===== src/rtl/projective_lift_if.sv =====
// Request/response bundle for projective_lift: affine point in, Montgomery-domain
// projective point out, with busy/finished status.
interface projective_lift_if #(
  parameter int unsigned W = 255
);
  logic         i_start;
  logic [W-1:0] i_x;
  logic [W-1:0] i_y;
  logic [W-1:0] o_x;
  logic [W-1:0] o_y;
  logic [W-1:0] o_z;
  logic         o_busy;
  logic         o_finished;

  modport slave (
    input  i_start, i_x, i_y,
    output o_x, o_y, o_z, o_busy, o_finished
  );

  modport master (
    output i_start, i_x, i_y,
    input  o_x, o_y, o_z, o_busy, o_finished
  );
endinterface


===== src/rtl/projective_lift.sv =====
// Lifts an affine point (x, y) to projective Montgomery form (xR, yR, R) mod q using
// one shared bit-serial Montgomery multiplier.
module mont_mul #(
  parameter logic [254:0] P_Q = {{247{1'b1}}, 8'hed}
) (
  input  logic         i_clk,
  input  logic         i_rst,
  input  logic         i_start,
  input  logic [254:0] i_a,
  input  logic [254:0] i_b,
  output logic [254:0] o_montgomery,
  output logic         o_finished
);
  typedef enum logic [1:0] {MmIdle, MmRun, MmFix} mm_state_e;
  localparam logic [256:0] QExt = {2'b00, P_Q};

  mm_state_e    state_q, state_d;
  logic [254:0] a_q, a_d, b_q, b_d, res_q, res_d;
  logic [256:0] t_q, t_d, acc, acc_odd;
  logic [7:0]   cnt_q, cnt_d;
  logic         fin_q, fin_d;

  // Radix-2 step: t stays below 2q, so 257 bits never overflow.
  always_comb begin
    acc     = t_q + (a_q[0] ? {2'b00, b_q} : 257'd0);
    acc_odd = acc + (acc[0] ? QExt : 257'd0);
    state_d = state_q;
    a_d     = a_q;
    b_d     = b_q;
    t_d     = t_q;
    cnt_d   = cnt_q;
    res_d   = res_q;
    fin_d   = 1'b0;
    unique case (state_q)
      MmIdle: begin
        if (i_start) begin
          a_d     = i_a;
          b_d     = i_b;
          t_d     = '0;
          cnt_d   = '0;
          state_d = MmRun;
        end
      end
      MmRun: begin
        t_d   = acc_odd >> 1;
        a_d   = a_q >> 1;
        cnt_d = cnt_q + 8'd1;
        if (cnt_q == 8'd254) state_d = MmFix;
      end
      default: begin
        res_d   = (t_q >= QExt) ? (t_q[254:0] - P_Q) : t_q[254:0];
        fin_d   = 1'b1;
        state_d = MmIdle;
      end
    endcase
  end

  always_ff @(posedge i_clk or posedge i_rst) begin
    if (i_rst) begin
      state_q <= MmIdle;
      a_q     <= '0;
      b_q     <= '0;
      t_q     <= '0;
      cnt_q   <= '0;
      res_q   <= '0;
      fin_q   <= 1'b0;
    end else begin
      state_q <= state_d;
      a_q     <= a_d;
      b_q     <= b_d;
      t_q     <= t_d;
      cnt_q   <= cnt_d;
      res_q   <= res_d;
      fin_q   <= fin_d;
    end
  end

  assign o_montgomery = res_q;
  assign o_finished   = fin_q;
endmodule

module projective_lift #(
  parameter logic [254:0] P_Q      = {{247{1'b1}}, 8'hed},
  parameter logic [254:0] P_R_MOD  = 255'd19,
  parameter logic [254:0] P_R2_MOD = 255'd361
) (
  input  logic               i_clk,
  input  logic               i_rst_n,
  projective_lift_if.slave   lift_io
);
  typedef enum logic [1:0] {S_IDLE, S_MUL_X, S_MUL_Y, S_DONE} state_e;

  state_e       state_q, state_d;
  logic [254:0] x_q, x_d, y_q, y_d, z_q, z_d;
  logic         busy_q, busy_d, fin_q, fin_d;
  logic [254:0] red_x, red_y, mul_a, mul_res;
  logic         mul_start, mul_fin;

  // 256-bit compare so inputs up to 2^255-1 reduce without wrap.
  assign red_x = ({1'b0, lift_io.i_x} >= {1'b0, P_Q}) ? (lift_io.i_x - P_Q) : lift_io.i_x;
  assign red_y = ({1'b0, lift_io.i_y} >= {1'b0, P_Q}) ? (lift_io.i_y - P_Q) : lift_io.i_y;

  always_comb begin
    state_d   = state_q;
    x_d       = x_q;
    y_d       = y_q;
    z_d       = z_q;
    busy_d    = busy_q;
    fin_d     = 1'b0;
    mul_start = 1'b0;
    mul_a     = red_x;
    unique case (state_q)
      S_IDLE: begin
        if (lift_io.i_start) begin
          x_d       = red_x;
          y_d       = red_y;
          mul_start = 1'b1;
          busy_d    = 1'b1;
          state_d   = S_MUL_X;
        end
      end
      S_MUL_X: begin
        if (mul_fin) begin
          x_d       = mul_res;
          mul_a     = y_q;
          mul_start = 1'b1;
          state_d   = S_MUL_Y;
        end
      end
      S_MUL_Y: begin
        if (mul_fin) begin
          y_d     = mul_res;
          state_d = S_DONE;
        end
      end
      default: begin
        z_d     = P_R_MOD;
        fin_d   = 1'b1;
        busy_d  = 1'b0;
        state_d = S_IDLE;
      end
    endcase
  end

  always_ff @(posedge i_clk or negedge i_rst_n) begin
    if (!i_rst_n) begin
      state_q <= S_IDLE;
      x_q     <= '0;
      y_q     <= '0;
      z_q     <= '0;
      busy_q  <= 1'b0;
      fin_q   <= 1'b0;
    end else begin
      state_q <= state_d;
      x_q     <= x_d;
      y_q     <= y_d;
      z_q     <= z_d;
      busy_q  <= busy_d;
      fin_q   <= fin_d;
    end
  end

  mont_mul #(
    .P_Q (P_Q)
  ) u_mul (
    .i_clk        (i_clk),
    .i_rst        (~i_rst_n),
    .i_start      (mul_start & i_rst_n),
    .i_a          (mul_a),
    .i_b          (P_R2_MOD),
    .o_montgomery (mul_res),
    .o_finished   (mul_fin)
  );

  assign lift_io.o_x        = x_q;
  assign lift_io.o_y        = y_q;
  assign lift_io.o_z        = z_q;
  assign lift_io.o_busy     = busy_q;
  assign lift_io.o_finished = fin_q;
endmodule


===== src/flat_wrapper.sv =====
// flat-port wrapper written by rule: the top's interface ports become plain ports
module projective_lift_flat 
#(
  parameter logic [254:0] P_Q      = {{247{1'b1}}, 8'hed},
  parameter logic [254:0] P_R_MOD  = 255'd19,
  parameter logic [254:0] P_R2_MOD = 255'd361
)
  (i_clk, i_rst_n, lift_io_i_start, lift_io_i_x, lift_io_i_y, lift_io_o_x, lift_io_o_y, lift_io_o_z, lift_io_o_busy, lift_io_o_finished);
  projective_lift_if lift_io_i ();
  input  logic i_clk;
  input  logic i_rst_n;
  input wire logic [$bits(lift_io_i.i_start)-1:0] lift_io_i_start;
  input wire logic [$bits(lift_io_i.i_x)-1:0] lift_io_i_x;
  input wire logic [$bits(lift_io_i.i_y)-1:0] lift_io_i_y;
  output wire logic [$bits(lift_io_i.o_x)-1:0] lift_io_o_x;
  output wire logic [$bits(lift_io_i.o_y)-1:0] lift_io_o_y;
  output wire logic [$bits(lift_io_i.o_z)-1:0] lift_io_o_z;
  output wire logic [$bits(lift_io_i.o_busy)-1:0] lift_io_o_busy;
  output wire logic [$bits(lift_io_i.o_finished)-1:0] lift_io_o_finished;
  assign lift_io_i.i_start = lift_io_i_start;
  assign lift_io_i.i_x = lift_io_i_x;
  assign lift_io_i.i_y = lift_io_i_y;
  assign lift_io_o_x = lift_io_i.o_x;
  assign lift_io_o_y = lift_io_i.o_y;
  assign lift_io_o_z = lift_io_i.o_z;
  assign lift_io_o_busy = lift_io_i.o_busy;
  assign lift_io_o_finished = lift_io_i.o_finished;
  projective_lift #(.P_Q(P_Q), .P_R_MOD(P_R_MOD), .P_R2_MOD(P_R2_MOD)) u_core (.i_clk(i_clk), .i_rst_n(i_rst_n), .lift_io(lift_io_i));
endmodule

===== config.mk =====
export PLATFORM = sky130hd
export DESIGN_NAME = projective_lift_flat
export DESIGN_NICKNAME = d
export VERILOG_FILES = /design/src/rtl/projective_lift_if.sv /design/src/rtl/projective_lift.sv /design/src/flat_wrapper.sv
export SDC_FILE = /design/constraint.sdc
export NUM_CORES = 2
export LEC_CHECK = 0
export CORE_MARGIN = 4
export CORE_UTILIZATION = 30
export DETAILED_ROUTE_END_ITERATION = 10
export GPL_TIMING_DRIVEN = 0
export SLEW_MARGIN = 20
export SYNTH_ARGS = -nofsm -noshare
export SYNTH_HDL_FRONTEND = slang
export SYNTH_SLANG_ARGS = --single-unit
export TNS_END_PERCENT = 1

===== constraint.sdc =====
create_clock -name i_clk -period 17.9 [get_ports i_clk]
set_input_delay 5.37 -clock i_clk [delete_from_list [all_inputs] [get_ports i_clk]]
set_output_delay 5.37 -clock i_clk [all_outputs]
set_load 0.005 [all_outputs]

## Word-level counts from Yosys, hierarchy flattened

Cells that the tools add are included.

- Add/subtract/negate cells: 6
- Magnitude comparators: 3
- Equal/unequal tests: 9
- Muxes and demuxes: 32
- Bitwise logic cells: 2
- Reductions and logical operators: 15

Operator list:

| operator | number |
|---|---|
| $mux W255 | 10 |
| $pmux W255 S2 | 3 |
| $sub A255 B255 Y255 const B | 3 |
| $pmux W257 S2 | 1 |
| $ge A255 B255 Y1 const B | 2 |
| $add A257 B255 Y257 | 1 |
| $add A257 B257 Y257 | 1 |
| $ge A257 B255 Y1 const B | 1 |
| $mux W257 | 1 |
| $pmux W8 S2 | 1 |
| $mux W2 | 5 |
| $ne A2 B2 Y1 const B | 5 |
| $mux W9 | 1 |
| $reduce_and A3 Y1 | 3 |
| $add A8 B1 Y8 const B | 1 |
| $eq A8 B8 Y1 const B | 1 |
| $mux W8 | 1 |
| $reduce_and A2 Y1 | 4 |
| $pmux W2 S3 | 1 |
| $reduce_bool A2 Y1 | 3 |
| $mux W1 | 5 |
| $eq A2 B1 Y1 const B | 2 |
| $logic_not A2 Y1 | 2 |
| $pmux W1 S2 | 2 |
| other kinds (6) | 7 |

- Flip-flop bits (word level): 1,294
- Bits of input ports: 513
- Output and inout bits: 767

## Logic depth before layout (Yosys ltp)

- Depth in word-level cells: 6
- Depth in mapped cells: 32
- Gate-level depth less buffers: 30

## Cells and area by module

A second synthesis with hierarchy kept.

- Cells, all modules: 14,315
- Area total of the unflattened synthesis: 110,289.5 µm²

By module, submodules not included:

| module | instances | cells each | area an instance (µm²) | sequential area each (µm²) |
|---|---|---|---|---|
| mont_mul | 1 | 10,743 | 80,141.9 | 25,824.8 |
| projective_lift | 1 | 3,572 | 30,147.7 | 12,887.4 |

## Least setup slack after synthesis

No wires, ideal clock.

- Path kind: input to register
- From: input lift_io_i_x[219]
- To: register u_core.u_mul.a_q[156]
- Arrival time: 7,571 ps
- Data required time: 17,767 ps
- Path slack: 10,196 ps
- Stages on the path: 14
- Path buffers: 3
- Cells stage by stage: nand4_1 nor4_1 nand4_1 nor3_1 nand4_1 o21bai_1 or3_1 clkbuf_1 clkbuf_1 buf_1 nand2_1 nor2_1 a21oi_1 o21ai_0

- Word-level cells in the longest chain between the ends: 6

Ends and longest elaborated chain:

| what | RTL line | source |
|---|---|---|
| from (decl) | flat_wrapper.sv:13 | `input wire logic [$bits(lift_io_i.i_x)-1:0] lift_io_i_x;` |
| $ge A255 B255 Y1 (*) | projective_lift.sv:100 | `assign red_x = ({1'b0, lift_io.i_x} >= {1'b0, P_Q}) ? (lift_io.i_x - P_Q) : lift_io.i_x;` |
| $mux W255 (*) | projective_lift.sv:100 |  |
| $mux W255 | projective_lift.sv:123 | `if (mul_fin) begin` |
| $mux W255 (*) | projective_lift.sv:112 | `unique case (state_q)` |
| $mux W255 (*) | projective_lift.sv:36 | `if (i_start) begin` |
| $pmux W255 S2 (*) | projective_lift.sv:34 | `unique case (state_q)` |
| to (signal assigned) | projective_lift.sv:61 | `a_q <= '0;` |
| to (signal assigned) | projective_lift.sv:69 | `a_q <= a_d;` |
| to (decl) | projective_lift.sv:18 | `logic [254:0] a_q, a_d, b_q, b_d, res_q, res_d;` |

Mark *: on every way between the ends. The rest lies on a longest branch, timed or not. The select of a mux whose other input is x is not followed.
A chain may end at the register's enable or synchronous reset.

## Final worst setup path

- From: register u_core.u_mul.t_q[23]
- To: register u_core.u_mul.t_q[242]

- Word-level cells in the longest chain between the ends: 3

Ends and longest elaborated chain:

| what | RTL line | source |
|---|---|---|
| from (decl) | projective_lift.sv:19 | `logic [256:0] t_q, t_d, acc, acc_odd;` |
| from (signal assigned) | projective_lift.sv:71 | `t_q <= t_d;` |
| $add A257 B257 Y257 | projective_lift.sv:25 | `acc = t_q + (a_q[0] ? {2'b00, b_q} : 257'd0);` |
| $add A257 B255 Y257 | projective_lift.sv:26 | `acc_odd = acc + (acc[0] ? QExt : 257'd0);` |
| $pmux W257 S2 | projective_lift.sv:34 |  |

No other way between the ends.

==> impl_metrics.tcl <==
set metrics [dict create \
    slew_headroom_pct 10.95 \
    fill_cells 31619 \
    rrSetupSlack_ps 5230 \
    pwr-share-clk_pct 29.1 \
    p_seq_share_pct 36.1 \
    clk_pin_slew_worst_paths_ps 60 \
    hp-start "u_core.lift_io.o_x[227]" \
    io_buffers 1027 \
    layout_setup_ws_ps 5231 \
    switching_share_pct 40.81 \
    routed_via_density 5.983 \
    grt_pass1_wl_um 885100 \
    finalNonFillerCells 17329 \
    cts.sink_count 1293 \
    power_frac_comb_pct 34.9 \
    synth-edff-count 0 \
    htree_num_levels 4 \
    status "complete, no violations" \
    power_switching_mw 4.823 \
    p_leak_nw 45.19 \
    dr.first_iter.drc_count 14786 \
    ys_top_cells_by_area "dfrtp_1 (36%), o21ai_0 (7.3%), a21oi_1 (7.0%), nand2_1 (7.0%), nor2_1 (5.9%)" \
    path_delay_family "simple AND/OR/NAND/NOR gates" \
    rsz0062_at_grt "no" \
    numCtsBuffers 163 \
    tightest_slew_ps 1324 \
    path_common_cell "nand3_1" \
    cts_tree "done" \
    async_flop_share_pct 100.0 \
    start_util_pct 30.10 \
    ys_ff_latch 1293 \
    dp_hpwl_um 581800 \
    synth_ff_type "dfrtp_1" \
    dieArea_um2 306300 \
    drive_gt1_share_pct 6.048 \
    synth_top_area_share_pct 36.25 \
    antenna_found_initial 76 \
    min_period_ps 12670 \
    stdcell_area_um2 112500 \
    core_um2 296500 \
    grt.overflow.total 0 \
    synth_area_um2 89250 \
    mostFrequentLayoutCells "nand2_1 (1,653), nor2_1 (1,390), o21ai_0 (1,298)" \
    power.density_nw_per_um2 105.0 \
    worstPathCellList "clkbuf_1 -> nand4_1 -> nor4_1 -> nand2_1 -> nor2_1 -> nand2_1 -> nor2_1 -> nand3_1 -> xnor2_1 -> ha_1 -> clkbuf_1 -> nand4_1 -> nor4_1 -> nand3_1 -> a2111oi_1 -> o21a_1 -> a211oi_2 -> o211ai_1 -> a41oi_1 -> o21ai_1 -> a21oi_1 -> or4_1 -> nand3_1" \
    p_int_mw 6.994 \
    final_nets 14010 \
    worst-path-buf-inv 2 \
    num_io_pins 1280 \
    worstPathArrival_ps 13430 \
    grt_usage_pct 42.14 \
    route.detailed.drc 0 \
    final_common_cell "nand2_1" \
    yosysUniqueCellTypes 90 \
    peakVddDrop_mv 0.09196 \
    wl_per_cell_um 39.06 \
    die_w_um 553.5 \
    drtAntennaViolNets 0 \
    crit_fanout 9 \
    ys_warn_count 0 \
    dp_slack_ps 4830 \
    clock_latency_ps 870 \
    vias 103674 \
    avgSynthCellArea_um2 7.618 \
    cts_max_path_buffers 4 \
    rr_startpoint "u_core.u_mul.t_q[23]" \
    grt_pass1_vias 95663 \
    synthToLayoutAreaGrowth_pct 26.04 \
    cts_hold_buf 0 \
    criticalPathCategory "flop to flop" \
    slowest_stage "nor4_1" \
    place.gp.congestion 1.073 \
    synth_top_cell_by_area "dfrtp_1" \
    worstSetupStartpointType "flop" \
    fin_crit_sh_pct 70.78 \
    startpoint "u_core.u_mul.t_q[23]" \
    setup-tns-final_ps 0 \
    critical_path_required_ps 18660 \
    setup_viol 0 \
    fmax_mhz 78.93 \
    place_inst 17005 \
    die_h_um 553.5 \
    cts_resized 0 \
    crit_path_max_incr_delay_ps 1110 \
    rows 200 \
    wirelength_um 677000 \
    synth_cells 11716 \
    clock_skew_ps 67.75 \
    endpoint_kind "flop" \
    grt_max_degree 144 \
    synth-seq-area-share_pct 36.25 \
    cts_root_buffer "clkbuf_16" \
    hold_class "flop to flop" \
    hold_viol 0 \
    cts_setup_buffers 0 \
    dpl_cell_area_um2 107000 \
    drv_slew 0 \
    drt_pass1_iterations 8 \
    drv_cap 0 \
]
## power by group through the flow
stage	Combinational [mW]	Sequential, mW	Clock, mW
after global routing	4.30	4.24	3.57
after floorplan	1.42	3.85	0
final	4.12	4.26	3.44
after detailed placement	4.03	4.27	0
after global placement	3.97	4.30	0
after CTS	4.05	4.23	3.45
## synthesized netlist by cell type (40+ instances only)
cell	n
nand2_1	1653
nor2_1	1399
o21ai_0	1298
dfrtp_1	1293
a21oi_1	1251
clkbuf_1	781
a22oi_1	508
nand4_1	433
xnor2_1	429
nand3_1	350
xor2_1	328
ha_1	266
buf_4	258
nor3_1	199
inv_1	144
a21o_1	129
nor4_1	107
and3_1	98
o21bai_1	94
or3_1	63
and2_1	41
buf_1	40
o21a_1	40
## routing by layer
| metal | GRT usage (%) | vias up | wire length, um |
|---|---|---|---|
| li1 | - | 44026 | - |
| met1 | 58.57 | 52023 | 288400 |
| met3 | 10.41 | 1191 | 68410 |
| met4 | 25.50 | 46 | 50690 |
| met2 | 58.38 | 6388 | 269200 |
| met5 | 0 | - | 309 |
## metrics by stage
step | power [mW] | util (%) | hold WS, ps
floorplan | 5.275 | - | 449.4
global placement | 8.268 | 35.55 | 459.8
detailed placement | 8.297 | 36.09 | 469.6
CTS | 11.72 | 37.91 | 481.5
global route | 12.12 | 37.92 | 498.5
finish | 11.82 | 37.94 | 480.2
## tightest hold or removal path, cell delays in order, from the launching register on
cell     delay [ps]
dfrtp_1         340
nand2_1          50
o21ai_0          60
## sequential cells by signal, summed over array words and instances, names as in the netlist, 2 cells and up
| name | count |
|---|---|
| u_core.u_mul.a_q | 255 |
| u_core.lift_io.o_y | 255 |
| u_core.state_q | 2 |
| u_core.lift_io.o_x | 255 |
| u_core.u_mul.t_q | 256 |
| u_core.u_mul.state_q | 2 |
| u_core.u_mul.o_montgomery | 255 |
| u_core.u_mul.cnt_q | 8 |
## worst paths after layout
kind,endpoint,cells past startpoint
max in group asynchronous,u_core.lift_io.o_y[213],6
worst max-delay path,u_core.u_mul.t_q[242],23
min in group asynchronous,u_core.u_mul.o_montgomery[8],1
worst min register to register,u_core.lift_io.o_x[227],2
worst max register to register,u_core.u_mul.t_q[242],23
worst min-delay path,u_core.lift_io.o_x[227],2
## final cells by class
cell class	instances	area [um^2]	share of cell area [%]
Clock buffer	231	4634	4.120
Timing Repair Buffer	1099	11490	10.22
Buffer	1110	5249	4.666
Inverter	144	540.5	0.4805
Sequential cell	1293	32360	28.76
Tap cell	3939	4928	4.381
Multi-Input combinational cell	9420	52460	46.64
Antenna cell	30	75.07	0.06673
Clock inverter	63	755.7	0.6718
## logic make-up (layout without fill, tap and decap cells)
logic type	after synthesis	count (layout)	synth area share, %
muxes	9	9	0.1079
DFF	1293	1293	36.25
other	1	282	0.004201
AOI/OAI and AO/OA	3578	3578	23.10
adders and majority gates	266	266	3.729
xor gates and xnor gates	757	757	7.428
and+or+nand+nor	4558	4558	22.97
buffers and inverters	1254	2647	6.416
Note: power is estimated with default switching activity, not from simulation.
